$ cat src/rtl/mem_readback_scanner.sv
// Readback engine for a block RAM with one-cycle registered read latency: sweeps every
// address, streams the words over valid/ready and accumulates a rotate-XOR signature.
module mem_readback_scanner #(
    parameter int WID_MEM   = 16,
    parameter int DEPTH_MEM = 2048
) (
    input  logic               i_clk,
    input  logic               i_reset,
    input  logic               i_start,
    output logic               o_busy,
    output logic               o_done,
    output logic [31:0]        o_raddr,
    input  logic [WID_MEM-1:0] i_mem_dout,
    output logic [WID_MEM-1:0] o_out_data,
    output logic [31:0]        o_out_index,
    output logic               o_out_valid,
    input  logic               i_out_ready,
    output logic [31:0]        o_checksum
);
    localparam int            AW        = $clog2(DEPTH_MEM);
    localparam logic [AW-1:0] LAST_ADDR = AW'(DEPTH_MEM - 1);

    typedef enum logic [1:0] {
        S_IDLE,
        S_SWEEP,
        S_DRAIN,
        S_FINISH
    } state_t;

    state_t             r_state;
    state_t             w_state_nxt;
    logic [AW-1:0]      r_issue_cnt;
    logic [AW-1:0]      r_beat_cnt;
    logic [AW-1:0]      r_raddr;
    logic               r_inflight;
    logic [1:0]         r_occ;
    logic               r_rd_ptr;
    logic               r_wr_ptr;
    logic [31:0]        r_checksum;
    logic [WID_MEM-1:0] r_fifo_data [2];
    logic [AW-1:0]      r_fifo_idx  [2];

    logic               w_start_acc;
    logic               w_valid;
    logic               w_pop;
    logic               w_issue;
    logic [WID_MEM-1:0] w_head_data;
    logic [AW-1:0]      w_head_idx;

    always_comb begin
        // NOTE: every signal driven here gets a default first, so no latch is inferred.
        w_state_nxt = r_state;
        w_start_acc = 1'b0;
        w_head_data = '0;
        w_head_idx  = '0;

        // The word landing from the RAM this cycle falls straight through to the head.
        if (r_occ != 2'd0) begin
            w_head_data = r_fifo_data[r_rd_ptr];
            w_head_idx  = r_fifo_idx[r_rd_ptr];
        end else if (r_inflight) begin
            w_head_data = i_mem_dout;
            w_head_idx  = r_raddr;
        end

        w_valid = (r_occ != 2'd0) || r_inflight;
        w_pop   = w_valid && i_out_ready;
        w_issue = (r_state == S_SWEEP) &&
                  ((3'(r_occ) + 3'(r_inflight) - 3'(w_pop)) < 3'd2);

        case (r_state)
            S_IDLE: begin
                if (i_start) begin
                    w_start_acc = 1'b1;
                    w_state_nxt = S_SWEEP;
                end
            end
            S_SWEEP: begin
                if (w_issue && (r_issue_cnt == LAST_ADDR)) begin
                    w_state_nxt = S_DRAIN;
                end
            end
            S_DRAIN: begin
                if (w_pop && (r_beat_cnt == LAST_ADDR)) begin
                    w_state_nxt = S_FINISH;
                end
            end
            S_FINISH: w_state_nxt = S_IDLE;
            default:  w_state_nxt = S_IDLE;
        endcase
    end

    assign o_busy      = (r_state != S_IDLE);
    assign o_done      = (r_state == S_FINISH);
    assign o_raddr     = 32'(w_issue ? r_issue_cnt : r_raddr);
    assign o_out_data  = w_head_data;
    assign o_out_index = 32'(w_head_idx);
    assign o_out_valid = w_valid;
    assign o_checksum  = r_checksum;

    // NOTE: sequential state uses non-blocking assignments so every register samples pre-edge values.
    always_ff @(posedge i_clk) begin
        if (i_reset) begin
            r_state     <= S_IDLE;
            r_issue_cnt <= '0;
            r_beat_cnt  <= '0;
            r_raddr     <= '0;
            r_inflight  <= 1'b0;
            r_occ       <= 2'd0;
            r_rd_ptr    <= 1'b0;
            r_wr_ptr    <= 1'b0;
            r_checksum  <= '0;
        end else begin
            r_state <= w_state_nxt;
            if (w_start_acc) begin
                r_issue_cnt <= '0;
                r_beat_cnt  <= '0;
                r_checksum  <= '0;
            end else begin
                if (w_issue) begin
                    r_issue_cnt <= r_issue_cnt + AW'(1);
                    r_raddr     <= r_issue_cnt;
                end
                if (w_pop) begin
                    r_beat_cnt <= r_beat_cnt + AW'(1);
                    r_checksum <= {r_checksum[30:0], r_checksum[31]} ^ 32'(w_head_data);
                end
            end
            r_inflight <= w_issue;
            if (r_inflight) begin
                r_wr_ptr <= ~r_wr_ptr;
            end
            if (w_pop) begin
                r_rd_ptr <= ~r_rd_ptr;
            end
            r_occ <= r_occ + 2'(r_inflight) - 2'(w_pop);
        end
    end

    // NOTE: FIFO storage has no reset; the occupancy count alone decides which entries are live.
    always_ff @(posedge i_clk) begin
        if (r_inflight) begin
            r_fifo_data[r_wr_ptr] <= i_mem_dout;
            r_fifo_idx[r_wr_ptr]  <= r_raddr;
        end
    end

endmodule

$ cat config.mk
export PLATFORM = sky130hd
export DESIGN_NAME = mem_readback_scanner
export DESIGN_NICKNAME = d
export VERILOG_FILES = /design/src/rtl/mem_readback_scanner.sv
export SDC_FILE = /design/constraint.sdc
export NUM_CORES = 1
export LEC_CHECK = 0
export ABC_AREA = 1
export ABC_CLOCK_PERIOD_IN_PS = 2500
export BUFFER_PORTS_ARGS = -buffer_cell sky130_fd_sc_hd__clkbuf_2
export CAP_MARGIN = 20
export CORE_MARGIN = 5
export CORE_UTILIZATION = 30
export CTS_CLUSTER_SIZE = 16
export DETAILED_ROUTE_END_ITERATION = 10
export PLACE_DENSITY = 0.51
export SLEW_MARGIN = 40
export SYNTH_ARGS = -nofsm -noshare
export SYNTH_HDL_FRONTEND = slang
export SYNTH_SLANG_ARGS = --single-unit
export TNS_END_PERCENT = 20
$ cat constraint.sdc
create_clock -name i_clk -period 2.5 [get_ports i_clk]
set_input_delay 0.125 -clock i_clk [delete_from_list [all_inputs] [get_ports i_clk]]
set_output_delay 0.125 -clock i_clk [all_outputs]
set_load 0.01 [all_outputs]
==> results.cfg <==
[floorplan]
num_rows = 51
placeableCoreArea_um2 = 19300
die_area_um2 = 22300
die_h_um = 149
io_pins = 135
initial_core_util = 0.303
die_w_um = 149

[global_routing]
grt_usage = 0.130
overflow = 0
grt_pass1_vias = 4315
grt_pass1_wl_mm = 22.7
antenna_found_initial = 0
grt_max_degree = 44

[detailed_routing]
drt_iter0_markers = 237
met2_length_mm = 6.61
route.met3.wl_um = 633
drc = 0
ant_nets = 0
vias = 4626
top_layer_used = met4
wl_met1_mm = 6.79
wl_per_cell_um = 13.1
viasPerCell = 4.27
drt_wl_total_mm = 14.2
dr.pass1.iters = 4

[final_layout]
layout-drive-gt1-share = 0.241
area_growth_pct = 30.8
design_area_um2 = 7630
diodes = 0
fin_nets = 836

[logic_synthesis]
synth_cell_type_count = 33
post-synth-top-count-cell = nor2_1
synth-edff-count = 54
synthTopCellsByCount = nor2_1 (98), o21ai_0 (89), inv_1 (84)
syn-cell-area_um2 = 5830
ys_seq_area_frac = 0.529
synth.yosys.warnings = 0
syn_avg_cell_area_um2 = 8.60
synth_top_area_cell = edfxtp_1
synthArstFlopShare = 0
synth_ff_type = dfxtp_1
synth.top_cell.area_share = 0.278
synth_seq_cells = 127
ys_top_cells_by_area = edfxtp_1 (28%), dfxtp_1 (25%), o21ai_0 (7.6%), nor2_1 (6.3%), buf_4 (5.4%)
syn_inst = 678

[setup_path]
end_kind = output port
path_class = reg2out
path_max_fanout = 8
worst_ep_arrival_time_ns = 2.64
critPathLaunchType = register
crit_required_ns = 2.38

[placed_design]
hpwl_mm = 9.55
place_congestion = 0.768
port_buffers = 92
dpl_cell_area_um2 = 6650

[power_and_ir_drop]
powerDensity_nw_per_um2 = 1190
p_leak_nw = 3.32
power_w = 0.00909
ir_drop_mv = 0.580

[clock_tree]
cts_buffers = 17
cts_tree = yes
clockBufferDepth = 2
clk_latency_ns = 0.42
htreeDepth = 4
cts_root_buf = clkbuf_16
path_clk_slew_ns = 0.06
cts.sinks = 127

[timing]
period_minus_slack_ns = 2.77
finalCritPeriodShare = 1.11
maxSlewViolCount = 0
fin_ws_ns = -0.266
holdWs_ns = 0.132
final-hold-violation-count = 0
worstMarginPinSlew_ns = 0.707
rsz0062_at_grt = true
setup_tns_ns = -2.96
slew_headroom = 0.528
setup_viol = 14
fmax_mhz = 362
skew_ns = 0.0131

[min_path]
hold_class = in2reg

[outcome]
violations = negative setup slack
status = complete, but fails checks

[job]
maxCapViolations = 0
-- critical path: stages (launching register included) --
cell and delay (ns):
dfxtp_2 0.33, nor2_4 0.11, nand2_2 0.08, nand2_4 0.07, inv_4 0.04, ha_4 0.24
inv_2 0.03, ha_4 0.14, fa_2 0.41, inv_2 0.09, nand4_4 0.13, buf_12 0.18
buf_12 0.14, o21ai_4 0.12, buf_6 0.11
-- per-layer routing --
| metal | GRT usage | up-vias |
|---|---|---|
| met5 | 0 | - |
| met1 | 0.172 | 2119 |
| met3 | 0.0324 | 12 |
| li1 | - | 2395 |
| met4 | 0.0403 | 0 |
| met2 | 0.210 | 100 |
-- cell type report --
class                   count  area [um2]
fillers                  2007       11600
flip-flops and latches    127        3090
multi-input cells         433        2290
repair buffers            141         978
clock buffers              20         500
well taps                 265         332
inverters                  86         325
clock inverters            12         113
-- final timing paths --
path                 start              end  slack, ns  cells past startpoint
max               r_occ[0]       o_raddr[9]      -0.27                     14
min            i_out_ready   r_beat_cnt[10]       0.13                      4
max reg2reg       r_occ[0]  r_issue_cnt[10]      -0.09                     16
min reg2reg  r_beat_cnt[7]    r_beat_cnt[7]       0.45                      2
-- metrics by stage --
stage | instances | setup slack (ns) | utilization
6_report | 1084 | -0.266 | 0.396
5_1_grt | 1084 | -0.384 | 0.396
4_1_cts | 1081 | -0.344 | 0.391
3_5_place_dp | 1025 | -0.0525 | 0.345
3_3_place_gp | 1025 | 0.0170 | 0.345
2_1_floorplan | 719 | -0.180 | -
-- kinds of logic after synthesis --
kind of cell / Yosys count / share of synthesized area
AND/OR/NAND/NOR: 206 / 0.149
buffers and inverters: 159 / 0.134
AO/OA/AOI/OAI: 158 / 0.139
flip-flops: 127 / 0.529
XOR/XNOR: 17 / 0.0255
adder cells (fa/ha/maj): 10 / 0.0227
other: 1 / 0.000643
-- power by group --
group          internal, W  total (W)  switching (W)
registers          0.00257    0.00282       0.000242
clock network      0.00156    0.00251       0.000952
logic              0.00149    0.00376        0.00227
total              0.00563    0.00909        0.00347
-- registers in the layout, summed over array words and instances (netlist names), named ones only --
register,flops
r_occ,2
r_fifo_data,32
r_inflight,1
r_rd_ptr,1
r_issue_cnt,11
r_state,2
o_checksum,32
r_wr_ptr,1
r_raddr,11
r_fifo_idx,22
r_beat_cnt,11
-- placed cells by master (no fill, tap or decap), types with 2 or more instances in the layout --
cell type	instances
buf_4	25
buf_6	8
nand2_4	2
a21oi_1	31
o21ai_1	29
o21ai_2	3
clkbuf_16	20
nand2_1	54
buf_12	5
o21ai_4	6
xor2_1	17
clkinv_2	3
nor2_2	5
ha_4	2
inv_1	80
nor3_1	7
nor3b_1	2
clkbuf_2	85
nor2_4	3
ha_1	7
inv_6	6
edfxtp_1	54
dfxtp_1	71
conb_1	42
o21ai_0	74
dlygate4sd3_1	17
nand2_2	7
o22ai_1	11
inv_4	2
o21bai_1	2
dfxtp_2	2
nand4_1	2
nand3_1	26
nor2_1	93
inv_2	5
-- timing repair --
action	in CTS	in global routing
endpoints found under the hold margin	36	0
pin swaps	6	0
hold buffers	17	0
setup endpoints to repair	14	32
resized for setup	14	26
buffers inserted	7	3
Note: power is estimated with default switching activity, not from simulation.
